<file path="src/rtl/trdb_stream_word_buffer.sv">
// Word FIFO behind the 8-bit stream aligner: valid-only capture, valid/ready readout,
// drop accounting when full. Optional gap marker insertion under TRDB_DROP_MARKER_EN.
module trdb_stream_word_buffer #(
  parameter int DEPTH      = 16,
  parameter int DROP_CNT_W = 16
) (
  input  logic                       clk_i,
  input  logic                       rst_ni,
  input  logic [31:0]                data_i,
  input  logic                       valid_i,
  input  logic                       clear_i,
  output logic [31:0]                data_o,
  output logic                       valid_o,
  input  logic                       ready_i,
  output logic [$clog2(DEPTH):0]     fill_o,
  output logic                       full_o,
  output logic                       empty_o,
  output logic                       overflow_o,
  output logic [DROP_CNT_W-1:0]      drop_cnt_o,
  output logic [1:0]                 state_o
);

  localparam int AW = $clog2(DEPTH);
  localparam int PW = AW + 1;

  localparam logic [1:0] ST_NORMAL   = 2'd0;
  localparam logic [1:0] ST_DROPPING = 2'd1;
  localparam logic [1:0] ST_MARKER   = 2'd2;

  // Handshake: the consumer takes the head word in any cycle where valid_o && ready_i;
  // the producer side has no ready, so every valid_i word is stored or dropped that cycle.

  logic [31:0]           mem_q [DEPTH];
  logic [PW-1:0]         wr_ptr_q, rd_ptr_q;
  logic [PW-1:0]         fill;
  logic                  full, empty, pop;
  logic                  wr_en, drop;
  logic [31:0]           wr_data;
  logic [DROP_CNT_W-1:0] drop_cnt_q, drop_cnt_d;
  logic                  overflow_q;

  assign fill  = wr_ptr_q - rd_ptr_q;
  assign empty = (wr_ptr_q == rd_ptr_q);
  assign full  = (wr_ptr_q[AW-1:0] == rd_ptr_q[AW-1:0]) && (wr_ptr_q[AW] != rd_ptr_q[AW]);
  assign pop   = !empty && ready_i;

  assign drop_cnt_d = (drop && !(&drop_cnt_q)) ? drop_cnt_q + DROP_CNT_W'(1) : drop_cnt_q;

`ifdef TRDB_DROP_MARKER_EN
  logic [1:0]            state_q, state_d;
  logic [DROP_CNT_W-1:0] ep_cnt_q, ep_cnt_d, ep_inc, ep_next;
  logic [PW-1:0]         fill_after_pop;
  logic [15:0]           ep_tag;

  assign ep_inc         = (&ep_cnt_q) ? ep_cnt_q : ep_cnt_q + DROP_CNT_W'(1);
  assign ep_next        = valid_i ? ep_inc : ep_cnt_q;
  assign fill_after_pop = fill - PW'(pop);
  assign ep_tag         = 16'(ep_next);

  // Once a word is lost, everything is dropped until the marker can be placed,
  // so the consumer sees stored words, then the marker, then post-gap words.
  always_comb begin
    wr_en    = 1'b0;
    wr_data  = data_i;
    drop     = 1'b0;
    state_d  = state_q;
    ep_cnt_d = ep_cnt_q;
    case (state_q)
      ST_NORMAL: begin
        if (valid_i) begin
          if (!full || pop) begin
            wr_en = 1'b1;
          end else begin
            drop     = 1'b1;
            ep_cnt_d = ep_inc;
            state_d  = ST_DROPPING;
          end
        end
      end
      ST_DROPPING: begin
        drop     = valid_i;
        ep_cnt_d = ep_next;
        if (fill_after_pop <= PW'(DEPTH - 2)) state_d = ST_MARKER;
      end
      ST_MARKER: begin
        drop     = valid_i;
        wr_en    = 1'b1;
        wr_data  = {16'hFADE, ep_tag};
        ep_cnt_d = '0;
        state_d  = ST_NORMAL;
      end
      default: state_d = ST_NORMAL;
    endcase
  end

  always_ff @(posedge clk_i or negedge rst_ni) begin
    if (!rst_ni) begin
      state_q  <= ST_NORMAL;
      ep_cnt_q <= '0;
    end else if (clear_i) begin
      state_q  <= ST_NORMAL;
      ep_cnt_q <= '0;
    end else begin
      state_q  <= state_d;
      ep_cnt_q <= ep_cnt_d;
    end
  end

  assign state_o = state_q;
`else
  always_comb begin
    wr_data = data_i;
    wr_en   = valid_i && (!full || pop);
    drop    = valid_i && full && !pop;
  end

  assign state_o = ST_NORMAL;
`endif

  always_ff @(posedge clk_i or negedge rst_ni) begin
    if (!rst_ni) begin
      wr_ptr_q   <= '0;
      rd_ptr_q   <= '0;
      drop_cnt_q <= '0;
      overflow_q <= 1'b0;
    end else if (clear_i) begin
      wr_ptr_q   <= '0;
      rd_ptr_q   <= '0;
      drop_cnt_q <= '0;
      overflow_q <= 1'b0;
    end else begin
      if (wr_en) wr_ptr_q <= wr_ptr_q + PW'(1);
      if (pop)   rd_ptr_q <= rd_ptr_q + PW'(1);
      drop_cnt_q <= drop_cnt_d;
      overflow_q <= overflow_q | drop;
    end
  end

  // Storage carries no reset; contents are only visible through valid pointers.
  always_ff @(posedge clk_i) begin
    if (!clear_i && wr_en) mem_q[wr_ptr_q[AW-1:0]] <= wr_data;
  end

  assign valid_o    = !empty;
  assign data_o     = empty ? 32'h0 : mem_q[rd_ptr_q[AW-1:0]];
  assign fill_o     = fill;
  assign full_o     = full;
  assign empty_o    = empty;
  assign overflow_o = overflow_q;
  assign drop_cnt_o = drop_cnt_q;

endmodule

</file>
<file path="config.mk">
export PLATFORM = sky130hd
export DESIGN_NAME = trdb_stream_word_buffer
export DESIGN_NICKNAME = d
export VERILOG_FILES = /design/src/rtl/trdb_stream_word_buffer.sv
export SDC_FILE = /design/constraint.sdc
export NUM_CORES = 1
export LEC_CHECK = 0
export CORE_MARGIN = 5
export CORE_UTILIZATION = 25
export DETAILED_ROUTE_END_ITERATION = 7
export SETUP_SLACK_MARGIN = 0.3
export SYNTH_ARGS = -nofsm -noshare
export SYNTH_HDL_FRONTEND = slang
export SYNTH_SLANG_ARGS = --single-unit
</file>
<file path="constraint.sdc">
create_clock -name clk_i -period 11.95 [get_ports clk_i]
set_clock_uncertainty 0.1 [all_clocks]
set_input_delay 1.7925 -clock clk_i [delete_from_list [all_inputs] [get_ports clk_i]]
set_output_delay 1.7925 -clock clk_i [all_outputs]
set_load 0.1 [all_outputs]
</file>
# Word level (Yosys, flattened, before mapping)
# Memories as Yosys holds them, arrays and structs flattened.
# Cells that the tools add are included.
# op_classes
eq_ne,3
muxes,10
bitwise_logic,1
n_reduce_logical,17
add_sub_neg,4
# op_table
cell,count
16-bit two-way mux,2
32-bit two-way mux,1
5-bit two-way mux,4
16-bit by 1-bit adder with 16-bit output (second input constant),1
16-bit AND reduction,1
5-bit by 1-bit adder with 5-bit output (second input constant),2
1-bit logical AND,7
2-bit nonzero test,3
5-bit equality test,1
1-bit zero test,5
5-bit subtractor,1
4-bit equality test,1
1-bit two-way mux,3
1-bit logical OR,1
1-bit != test,1
1-bit bitwise OR,1
# totals
ramBits,512
wordCells,40
memories,1
in_bits,37
register_bits,27
output_inout_bits,59
# mem_list
name,depth,word_bits,rd,rd_clocked_by_memory_dff,wr,line_no,source
mem_q,16,32,1,0,1,33,logic [31:0] mem_q [DEPTH];

# Logic depth before layout (Yosys ltp)
# logic_depth
ltp_word,8
mapped_depth,10
ltp_nobuf,7

# Worst setup path after synthesis
# No wires, ideal clock.
# synth_path
kind,reg2out
from,register rd_ptr_q[3]
to,output data_o[0]
t_arrival_ns,4.498
stages_incl_launch_ff,10
t_required_ns,10.057
setup_slack_ns,5.559
path_buffers,3
cell_sequence,dfrtp_1 clkinv_1 clkbuf_1 clkbuf_1 ha_1 and4_1 nand2_1 nand2_1 buf_1 o22ai_1
# synth_between
elab_chain_len,2
elab_cells_between_ends,3
classes_between,eq/ne: 1; mux: 1; memory: 1
# synth_lines
item,line_no,source
start: declaration,34,"logic [PW-1:0] wr_ptr_q, rd_ptr_q;"
start signal: assignment,133,if (pop) rd_ptr_q <= rd_ptr_q + PW'(1);
memory read 16 x 32 bit / 5-bit equality test (equally long branches),--,
32-bit two-way mux *,145,assign data_o = empty ? 32'h0 : mem_q[rd_ptr_q[AW-1:0]];
end: declaration,12,"output logic [31:0] data_o,"
# Mark *: on every way between the ends. The rest lies on a longest branch, timed or not.

# Worst setup path after layout
# layout_path
from,register rd_ptr_q[1]
to,output data_o[28]
# Same word-level chain as after synthesis.

==> metrics.csv <==
metric,value,unit
fp.dieH,300,um
dieWidth,300,um
via_count,9861,
worst_r2r_endpoint,mem_q[3][14],
cp.arrival,5110,ps
drc,0,
period_minus_slack,7000,ps
post_cts_buffers,0,
cp_max_fo,70,
p_int,3.27,mW
num_rows,106,
crit_path_end_kind,primary output,
hold_ws,417,ps
synth_cell_types,37,
r2r_cells,8,
synth.avg_cell_area,21.5,um2
avgViaCountPerCell,4.44,
cts_hold_buf,0,
switching_power,1.31,mW
powerDensity,183,mW/mm2
r2r-start,rd_ptr_q[1],
portBuffers,93,
start_util,25.2,%
tightest_slew,1140,ps
drive_above_1_share,21.9,%
setup_viol,0,
ctsHtreeMaxLevel,2,
critPathLaunchType,flop,
clk_latency,600,ps
switching_share,28.6,%
rsz0062_at_grt,no,
worstPathRequired,10060,ps
total_power,4.58,mW
avgRoutedWirePerCell,21.9,um
p_leak,8.02,nW
outcome,"complete, no violations",
post-route-period-util,58.6,%
die_area,0.0899,mm2
antenna_found_initial,4,
syn_area,0.0210,mm2
drt_pre_antenna_iters,5,
seq_power_share,46.3,%
grt_max_degree,71,
drtAntennaViolNets,0,
slew_headroom,24.2,%
yosysWarnings,0,
r2r_slack,7660,ps
cts.repair.resized,0,
routed_wl,48.7,mm
fillers,8018,
synth_seq_cells,539,
clkPwrFrac,34.9,%
syn_inst,976,
cts_tree,done,
hp-start,overflow_o,
hold_class,flop to flop,
drv_slew,0,
max-clock-path-buffers,3,
area_growth,19.2,%
hpwl,27.1,mm
hold_violations,0,
numClockSinks,539,
synth-seq-area-share,76.4,%
holdPathEnd,overflow_o,
maxClockFrequency,143,MHz
grt_use_total,10.7,%
cts_root_buf,clkbuf_16,
worstSetupPathType,flop to primary output,
drtIter0Drc,749,
max-vdd-ir-drop,0.0939,mV
worstHoldPathCells,2,
numCtsBuffers,54,
place_congestion,0.684,
grt_pass1_vias,10600,
gr-total-overflow,0,
io_pins,96,
setup_tns,0,ps
grt_pass1_wl,71.9,mm
drv_cap,0,
comb_power_share,18.8,%
core_region_area,0.0834,mm2
final_nets,1145,
clk_pin_slew,60,ps
-- synth_stat cells, drive strengths merged --
cell type | instances | area [um2]
a21boi | 1 | 7.51
a21o | 2 | 15.0
a21oi | 9 | 45.0
and2 | 1 | 6.26
and3 | 7 | 43.8
and4 | 1 | 8.76
buf | 29 | 136
clkbuf | 22 | 82.6
clkinv | 1 | 3.75
conb | 1 | 3.75
dfrtp | 27 | 676
edfxtp | 512 | 15400
fa | 1 | 20.0
ha | 10 | 125
inv | 12 | 45.0
mux2i | 65 | 651
mux4 | 128 | 2880
nand2 | 14 | 52.6
nand2b | 2 | 12.5
nand3 | 5 | 25.0
nand4 | 9 | 56.3
nor2 | 38 | 143
nor2b | 2 | 12.5
nor3 | 4 | 20.0
nor4b | 1 | 23.8
o211ai | 4 | 30.0
o21ai | 2 | 13.8
o22ai | 32 | 200
o31a | 1 | 10.0
o31ai | 5 | 37.5
or4 | 7 | 52.6
xnor2 | 9 | 78.8
xor2 | 12 | 105
-- metal layers --
layer,vias up,GRT usage (%),share of wire [%]
li1,4308,-,-
met1,5257,14.1,43
met2,225,18.3,50
met3,69,2.35,5.3
met4,2,2.30,1.8
met5,-,0,0.014
-- cells in the final DEF (no fill, tap or decap), types with 15 or more instances in the layout --
master	instances
clkdlybuf4s50_1	93
mux2i_1	65
buf_4	22
nor2_1	26
o22ai_1	32
edfxtp_1	512
dfrtp_1	25
mux4_2	128
clkinv_1	15
clkbuf_16	54
-- through the flow --
step	instance area, um2	utilization (%)	worst slack [ps]	cells
2_1_floorplan	21000	-	5560	977
3_3_place_gp	23400	28.0	5410	2121
3_5_place_dp	23400	28.0	5410	2121
4_1_cts	25000	30.0	4750	2221
5_1_grt	25000	30.0	4600	2221
6_report	25000	30.0	4950	2222
-- worst max path at each step --
stage | startpoint | end | slack, ps
floorplan | rd_ptr_q[3] | data_o[0] | 5560
global placement | rd_ptr_q[1] | data_o[28] | 5410
detailed placement | rd_ptr_q[1] | data_o[31] | 5410
CTS | rd_ptr_q[1] | data_o[31] | 4750
global route | rd_ptr_q[1] | data_o[31] | 4600
finish | rd_ptr_q[1] | data_o[28] | 4950
-- cells by family (layout without fill, tap and decap cells) --
family / count (synthesis) / after routing / share of synthesized area (%)
flip-flops: 539 / 539 / 76.4
buffers and inverters: 64 / 228 / 1.27
other: 1 / 3 / 0.0179
adder cells (fa/ha/maj): 11 / 11 / 0.691
multiplexers: 193 / 193 / 16.8
XOR/XNOR: 21 / 21 / 0.876
AO/OA/AOI/OAI: 56 / 56 / 1.71
AND/OR/NAND/NOR: 91 / 91 / 2.17
-- power groups by stage --
| stage | clock network (mW) | logic (mW) | registers (mW) |
|---|---|---|---|
| 6_report | 1.60 | 0.859 | 2.12 |
| 2_1_floorplan | 0 | 0.676 | 2.13 |
| 3_5_place_dp | 0 | 0.880 | 2.16 |
| 3_3_place_gp | 0 | 0.877 | 2.16 |
| 5_1_grt | 1.73 | 0.908 | 2.12 |
| 4_1_cts | 1.64 | 0.881 | 2.12 |
-- sequential cells by signal, indices dropped and copies added, names as in the netlist --
| name | count |
|---|---|
| rd_ptr_q | 5 |
| wr_ptr_q | 5 |
| overflow_o | 1 |
| drop_cnt_o | 16 |
| mem_q | 512 |
-- worst max-delay path, stage by stage, from the launching register on --
cell and delay, ps:
dfrtp_4 1080, inv_1 160, ha_1 360, and4_1 170
nand2_1 150, nand2_2 640, o22ai_1 650, clkdlybuf4s50_1 1240
-- layout make-up --
class / count / area [um2] / share of cell area, %
timing repair buffer: 115 / 1100 / 4.38
multi-input combinational: 374 / 4800 / 19.2
clock buffer: 63 / 1390 / 5.53
tap: 1080 / 1350 / 5.40
sequential: 539 / 16100 / 64.2
antenna: 1 / 2.50 / 0.0100
inverter: 13 / 51.3 / 0.205
clock inverter: 37 / 285 / 1.14
(Power assumes the default switching activity.)
